$ cat src/rtl/pipe_ctrl_pkg.sv
// Shared constants and types for the pipeline sequencer.
// Stall vectors, FSM states, and reset/flush encodings.
package pipe_ctrl_pkg;

    localparam logic        RST_ENABLE    = 1'b1;
    localparam logic [31:0] ZERO_WORD     = 32'h0000_0000;
    localparam logic        FLUSH_ENABLE  = 1'b1;
    localparam logic        FLUSH_DISABLE = 1'b0;

    localparam logic [5:0] STALL_NONE = 6'b000000;
    localparam logic [5:0] STALL_ID   = 6'b000111;
    localparam logic [5:0] STALL_EX   = 6'b001111;
    localparam logic [5:0] STALL_MEM  = 6'b011111;

    localparam logic [31:0] ERR_VEC_DEFAULT = 32'h0000_0380;

    typedef enum logic [1:0] {
        ST_RUN      = 2'b00,
        ST_MEM_WAIT = 2'b01,
        ST_FLUSH    = 2'b10
    } state_t;

endpackage

$ cat src/rtl/pipe_ctrl_bus_wait_timer.sv
// Wait-cycle counter for MEM-stage bus accesses.
// Clear wins over enable; saturates instead of wrapping.
module bus_wait_timer #(
    parameter int TIMEOUT = 255,
    parameter int CNT_W   = 8
) (
    input  logic clk,
    input  logic rst,
    input  logic clear,
    input  logic enable,
    output logic done
);

    logic [CNT_W-1:0] count;

    // Count wait cycles, holding at all-ones rather than wrapping
    always_ff @(posedge clk) begin
        if (rst) begin
            count <= '0;
        end else if (clear) begin
            count <= '0;
        end else if (enable && (count != '1)) begin
            count <= count + 1'b1;
        end
    end

    assign done = (count == CNT_W'(TIMEOUT - 1));

endmodule

$ cat src/rtl/pipe_ctrl.sv
// Pipeline sequencer: stall vector, MEM bus wait/timeout,
// and one-cycle flush with redirect PC.
module pipe_ctrl
    import pipe_ctrl_pkg::*;
#(
    parameter int          TIMEOUT = 255,
    parameter int          CNT_W   = 8,
    parameter logic [31:0] ERR_VEC = ERR_VEC_DEFAULT
) (
    input  logic        clk,
    input  logic        rst,
    input  logic        stallreq_id,
    input  logic        stallreq_ex,
    input  logic        mem_req,
    input  logic        dbus_ack,
    input  logic        excp_req,
    input  logic [31:0] excp_pc,
    output logic [5:0]  stall,
    output logic        flush,
    output logic [31:0] new_pc,
    output logic        dbus_err
);

    state_t     state;
    logic       wait_miss;
    logic       timer_clear;
    logic       timer_en;
    logic       timer_done;
    logic [5:0] ex_id_stall;

    assign wait_miss = mem_req & ~dbus_ack;

    // Counter restarts on entry to MEM_WAIT and advances each unacked wait
    assign timer_clear = (state == ST_RUN) & ~excp_req & wait_miss;
    assign timer_en    = (state == ST_MEM_WAIT) & ~excp_req & wait_miss;

    bus_wait_timer #(
        .TIMEOUT (TIMEOUT),
        .CNT_W   (CNT_W)
    ) u_timer (
        .clk    (clk),
        .rst    (rst),
        .clear  (timer_clear),
        .enable (timer_en),
        .done   (timer_done)
    );

    // EX hazard outranks ID hazard when no MEM stall is active
    always_comb begin
        ex_id_stall = STALL_NONE;
        if (stallreq_ex) begin
            ex_id_stall = STALL_EX;
        end else if (stallreq_id) begin
            ex_id_stall = STALL_ID;
        end
    end

    // Combinational hold vector; exceptions and flush release everything
    always_comb begin
        stall = STALL_NONE;
        if (rst != RST_ENABLE) begin
            unique case (state)
                ST_RUN, ST_MEM_WAIT: begin
                    if (excp_req) begin
                        stall = STALL_NONE;
                    end else if (wait_miss) begin
                        stall = STALL_MEM;
                    end else begin
                        stall = ex_id_stall;
                    end
                end
                ST_FLUSH: stall = STALL_NONE;
                default:  stall = STALL_NONE;
            endcase
        end
    end

    // Sequencer FSM with registered flush, redirect PC and bus error pulse
    always_ff @(posedge clk) begin
        if (rst == RST_ENABLE) begin
            state    <= ST_RUN;
            flush    <= FLUSH_DISABLE;
            new_pc   <= ZERO_WORD;
            dbus_err <= 1'b0;
        end else begin
            flush    <= FLUSH_DISABLE;
            dbus_err <= 1'b0;
            unique case (state)
                ST_RUN: begin
                    if (excp_req) begin
                        state  <= ST_FLUSH;
                        flush  <= FLUSH_ENABLE;
                        new_pc <= excp_pc;
                    end else if (wait_miss) begin
                        state <= ST_MEM_WAIT;
                    end
                end
                ST_MEM_WAIT: begin
                    if (excp_req) begin
                        state  <= ST_FLUSH;
                        flush  <= FLUSH_ENABLE;
                        new_pc <= excp_pc;
                    end else if (!wait_miss) begin
                        state <= ST_RUN;
                    end else if (timer_done) begin
                        state    <= ST_FLUSH;
                        flush    <= FLUSH_ENABLE;
                        dbus_err <= 1'b1;
                        new_pc   <= ERR_VEC;
                    end
                end
                ST_FLUSH: state <= ST_RUN;
                default:  state <= ST_RUN;
            endcase
        end
    end

endmodule

$ cat config.mk
export PLATFORM = sky130hd
export DESIGN_NAME = pipe_ctrl
export DESIGN_NICKNAME = d
export VERILOG_FILES = /design/src/rtl/pipe_ctrl_pkg.sv /design/src/rtl/pipe_ctrl_bus_wait_timer.sv /design/src/rtl/pipe_ctrl.sv
export SDC_FILE = /design/constraint.sdc
export NUM_CORES = 1
export LEC_CHECK = 0
export CAP_MARGIN = 20
export CORE_MARGIN = 2
export CORE_UTILIZATION = 40
export DETAILED_ROUTE_END_ITERATION = 10
export GPL_ROUTABILITY_DRIVEN = 0
export PLACE_DENSITY = 0.79
export SKIP_LAST_GASP = 1
export SLEW_MARGIN = 20
export SYNTH_ARGS = -nofsm -noshare
export SYNTH_HDL_FRONTEND = slang
export SYNTH_SLANG_ARGS = --single-unit
$ cat constraint.sdc
create_clock -name clk -period 2.1 [get_ports clk]
set_clock_uncertainty 0.2 [all_clocks]
set_input_delay 0.42 -clock clk [delete_from_list [all_inputs] [get_ports clk]]
set_output_delay 0.42 -clock clk [all_outputs]
set_load 0.02 [all_outputs]
==> flow_summary.yaml <==
floorplan:
  die_area_sq_um: 4572
  initial_core_util_pct: 41.07
  rows: 23
  die_h_um: 67.62
  placeableCoreArea_sq_um: 3943
  ios: 79
  die_w_um: 67.62
clock_tree:
  cts_tree: "built"
  cts_buffers: 5
  cts.clk_slew.worst_paths_ps: 80
  ctsHoldBuffers: 0
  clock_path_buffers: 2
  clkLatencyLatePin_ps: 290
  clock-root-buffer: "clkbuf_8"
  clock-sinks: 44
  cts_max_level: 2
pwr:
  p_leak_nw: 1.113
  powerDensity_nw_per_um2: 662.2
  power_mw: 1.784
  vdd.ir_drop.worst_mv: 0.5186
place:
  place.detailed.hpwl_um: 2807
  post-place-cells: 283
  io_buffers: 77
  dp_slack_ps: -588.2
sta:
  setup_viol: 0
  hold_viol: 0
  slew_violations: 0
  setup_ws_ps: 132.1
  fmax_ghz: 0.5081
  rsz0062_at_grt: "no"
  fin_tns_setup_ps: 0
  period_needed_ps: 1968
  fin_crit_sh_pct: 93.71
  holdWs_ps: 267.0
global_route:
  grt_pass1_vias: 1311
  grt_max_degree: 17
  antenna_found_initial: 0
  grt_pass1_wl_um: 5823
  grt-ovfl-total: 0
  track_usage_pct: 16.81
final_layout:
  multi_input_area_sq_um: 688.2
  drive_gt1_share_pct: 16.87
  syn_to_final_growth_pct: 66.38
  antenna_cells: 0
  fin_cells: 293
  final_common_cell: "clkdlybuf4s50_1"
  final_cell_mix: "68 x clkdlybuf4s50_1, 44 x dfxtp_1, 29 x a22o_1"
  sequential_cell_area_sq_um: 880.8
  fillers: 305
  finalNetCount: 283
yosys:
  syn_nets: 190
  synth.avg_cell_area_sq_um: 10.87
  ys_ff_latch: 44
  synth_top_cell_area_share_pct: 54.40
  synth_largest_area_cell: "dfxtp_1"
  netlist_area_sq_um: 1619
  ys_top_cells_by_area: "dfxtp_1 54%, a22o_1 16%, inv_1 1.9%"
  syn_inst: 149
  synth_seq_area_share_pct: 54.40
  synth_warnings: 0
  ys_types: 35
route:
  wire_per_inst_um: 13.12
  routed_via_density: 4.928
  vias: 1444
  drc: 0
  ant_nets: 0
  dr.first_iter.drc_count: 37
  first_pass_iters: 4
  wl_um: 3844
run:
  max-cap-violations: 0
worst_setup_path:
  setup.worst_path.end_class: "output port"
  start_kind: "input pin"
  critPathMaxFanout: 3
  critPathArrivalTime_ps: 1350
  required_ps: 1480
  path_class: "input pin to output port"
hold_path:
  hp-class: "flip-flop to flip-flop"
status:
  outcome: "completed"
[through the flow]
stage          utilization [%]  area (sq um)
6_report                 68.33          2694
3_5_place_dp             64.90          2559
5_1_grt                  68.33          2694
2_1_floorplan                -          1619
4_1_cts                  66.90          2638
3_3_place_gp             64.90          2559
[kinds of logic (layout without fill, tap and decap cells)]
| logic type | after synthesis | in the layout | share of synthesized area [%] |
|---|---|---|---|
| compound gates | 49 | 49 | 24.27 |
| mux | 1 | 1 | 0.6183 |
| other cells | 1 | 1 | 0.2316 |
| flops | 44 | 44 | 54.40 |
| fa+ha+maj | 2 | 2 | 1.545 |
| simple gates | 33 | 33 | 12.83 |
| buf+inv | 18 | 112 | 5.564 |
| xor+xnor | 1 | 1 | 0.5411 |
[registers in the layout, summed over array words and instances, names as in the netlist]
register / cells
dbus_err: 1
u_timer.count: 8
new_pc: 32
state: 2
flush: 1
[report_power, final]
group	switching, mW	internal [mW]
combinational	0.144	0.196
clock	0.276	0.267
sequential	0.0228	0.878
total	0.443	1.34
[Yosys cell counts (all sizes together)]
master   number
dfxtp        44
a22o         29
buf           8
inv           8
nor2          8
a21oi         5
nand3         4
nor3          4
o21ai         4
nand2         3
nand4         3
o2bb2ai       3
o31ai         3
or3           3
clkbuf        2
ha            2
nor4b         2
or4           2
a211oi        1
a21o          1
and2          1
and4          1
conb          1
mux2i         1
nor2b         1
o211ai        1
o21a          1
o31a          1
or2b          1
xnor2         1
[worst max-delay path: stages]
cell and delay (ps):
clkdlybuf4s50_1 420, o31a_1 340, buf_4 170
[routing by layer]
metal | wire length (um) | vias up | track usage [%]
met5 | 0 | - | 0
met4 | 60 | 0 | 7.143
met3 | 331 | 4 | 6.000
met2 | 1814 | 52 | 27.94
met1 | 1638 | 657 | 19.42
li1 | - | 731 | -
[area by class of cell]
class | instances | share of cell area [%]
Multi-Input combinational cell | 87 | 25.55
Inverter | 8 | 1.115
Clock buffer | 7 | 3.205
Sequential cell | 44 | 32.70
Clock inverter | 1 | 0.2787
Timing Repair Buffer | 96 | 34.84
Tap cell | 50 | 2.322
[repair_timing]
action | in CTS | in global routing
pin swaps | 1 | 6
gates resized for setup | 23 | 13
endpoints found under the setup margin | 5 | 9
buffers inserted | 0 | 2
[final timing paths]
check	startpoint	end	slack, ps	cells after the start
setup reg to reg	u_timer.count[0]	new_pc[27]	150	8
hold / removal	new_pc[9]	new_pc[9]	270	1
hold reg to reg	new_pc[9]	new_pc[9]	270	1
setup / recovery	stallreq_ex	stall[0]	130	3
No activity file was read; power rests on OpenSTA's default activity.
==> edit (config.mk and constraints unchanged) <==
Change the package constant `RST_ENABLE` from 1'b1 to 1'b0.
--- a/src/rtl/pipe_ctrl_pkg.sv
+++ b/src/rtl/pipe_ctrl_pkg.sv
@@ -3,5 +3,5 @@
 package pipe_ctrl_pkg;
 
-    localparam logic        RST_ENABLE    = 1'b1;
+    localparam logic        RST_ENABLE    = 1'b0;
     localparam logic [31:0] ZERO_WORD     = 32'h0000_0000;
     localparam logic        FLUSH_ENABLE  = 1'b1;
Formal check against the unedited RTL: not equivalent (Yosys sat finds a counterexample within 4 cycles, from zero or initial values).
==> edit against the original RTL <==
- critical path depth is 2 higher
- register-to-register slack better by 0.17 ns
- routed wire length grew 2.5%
- synthesized area rose by 0.31%
- setup slack worse by 0.075 ns
- sequential cell count is the same
- final area decreased by 2.6%
- total power down 1.6%
- highest routed layer unchanged
==> edit: results (changes against the original RTL) <==
metric;value;unit;change
diodes;0;;unchanged
setup_repair_bufs_after_cts;0;;unchanged
critPathTopFamily;buffers and inverters;;unchanged
finalNetCount;283;;unchanged
status;finished clean;;unchanged
ctsHtreeMaxLevel;2;;unchanged
antenna_found_initial;0;;unchanged
grt_pass1_wl;6154;µm;was 5823 µm
drt_first_pass_iters;4;;unchanged
use_met2;0.2868;;was 0.2794
finalWirelength;3940;µm;was 3844 µm
cp.arrival;1.42;ns;was 1.35 ns
p_switching;0.4320;mW;was 0.4425 mW
proportion_of_layout_cells_with_a_drive_suffix_above_1;0.1523;;was 0.1687
pin_count_of_the_biggest_net_entering_global_routing;28;;was 17
grtUsageMet3;0.07333;;was 0.06000
cts_made_buffers;5;;unchanged
hold_class;register to register;;unchanged
critPathMaxStageDelay;0.52;ns;was 0.42 ns
synth_sequential_area_ratio;0.5424;;was 0.5440
drt_first_iter_violations;57;;was 37
worstPathMaxFanout;4;;was 3
syn-num-nets;194;;was 190
power.ir.vdd_worst;0.5362;mV;was 0.5186 mV
grtUsageTotal;0.1818;;was 0.1681
detailed_place_hpwl;2858;µm;was 2807 µm
synthArstFlopShare;0;;unchanged
clock_pin_slew_of_the_registers_on_the_worst_case_setup_and_hold_paths;0.08;ns;about the same
critPathSlowestCell;clkdlybuf4s50_1;;unchanged
synth_area_leaders;dfxtp_1 (54%), a22o_1 (16%), nor2_1 (2.3%);;was dfxtp_1 (54%), a22o_1 (16%), inv_1 (1.9%)
portBuffers;77;;unchanged
via_count_of_the_first_global_routing_pass;1421;;was 1311
vias_per_cell;5.099;;was 4.928
global_route.usage.met1;0.2148;;was 0.1942
clk_path_buf_depth;2;;unchanged
cts_root_buf;clkbuf_8;;unchanged
netlist_top_cells_count;dfxtp_1 (44), a22o_1 (29), nor2_1 (10), a21oi_1 (7), nand2_1 (7);;was dfxtp_1 (44), a22o_1 (29), inv_1 (8), nor2_1 (8), a21oi_1 (5)
synth.yosys.warnings;0;;unchanged
final.fill_count;327;;was 305
reg_top3;new_pc (32), u_timer.count (8), state (2);;unchanged
power.static_leakage;1.013;nW;was 1.113 nW
yosys.cell_types.count;36;;was 35
clkLatencyLatePin;0.29;ns;about the same
==> edit: worst paths after layout <==
path | slack, ns | depth (start not counted) | endpoint | startpoint
max | 0.06 | 5 | stall[2] | dbus_ack
min | 0.27 | 1 | new_pc[7]$_SDFFE_PN0P_ | new_pc[7]$_SDFFE_PN0P_
max reg2reg | 0.32 | 5 | u_timer.count[7]$_SDFFE_PP0P_ | state[1]$_SDFFE_PN0P_
min reg2reg | 0.27 | 1 | new_pc[7]$_SDFFE_PN0P_ | new_pc[7]$_SDFFE_PN0P_
==> edit: timing repair <==
| action | in CTS | in global routing |
|---|---|---|
| pin swaps | 0 | 1 |
| gates cloned | 0 | 0 |
| gates resized for setup | 22 | 5 |
| setup endpoints to repair | 5 | 5 |
==> edit: logic make-up (layout without fill, tap and decap cells) <==
kind of cell / after synthesis / after routing / share of synthesized area
AOI/OAI and AO/OA: 53 / 53 / 0.2596
DFF: 44 / 44 / 0.5424
and+or+nand+nor: 37 / 37 / 0.1294
buffers and inverters: 15 / 105 / 0.04468
adders and majority gates: 2 / 2 / 0.01541
other: 1 / 1 / 0.002309
muxes: 1 / 1 / 0.006164
==> edit: area by class of cell <==
class | instances | area (µm²) | share of cell area
clock buffer | 7 | 86.33 | 0.03292
clock inverter | 1 | 7.507 | 0.002863
inverter | 6 | 22.52 | 0.008588
multi-input combinational | 94 | 691.9 | 0.2638
sequential | 44 | 880.8 | 0.3359
tap | 50 | 62.56 | 0.02385
timing repair buffer | 91 | 870.8 | 0.3321
==> edit: power groups by stage <==
stage                     Sequential (mW)  Combinational [mW]  Clock [mW]
final                               0.897               0.316       0.543
after global placement              0.915               0.315           0
after floorplan                     0.963              0.0806           0
after detailed placement            0.915               0.319           0
after CTS                           0.897               0.318       0.557
after global routing                0.902               0.338       0.587
==> edit: metal layers <==
metal	part of all wire	vias to the layer above
li1	-	750
met1	0.45	686
met2	0.45	53
met3	0.085	5
met4	0.019	0
met5	0	-
==> edit: stage by stage <==
stage | area (µm²) | worst slack (ns) | TNS [ns] | total power [mW] | instances
floorplan | 1624 | 0.2317 | 0 | 1.044 | 153
global placement | 2534 | -0.4891 | -3.550 | 1.230 | 285
detailed placement | 2534 | -0.5145 | -3.914 | 1.234 | 285
CTS | 2619 | 0.009685 | 0 | 1.772 | 293
global route | 2623 | 0.008136 | 0 | 1.827 | 293
finish | 2623 | 0.05737 | 0 | 1.755 | 293
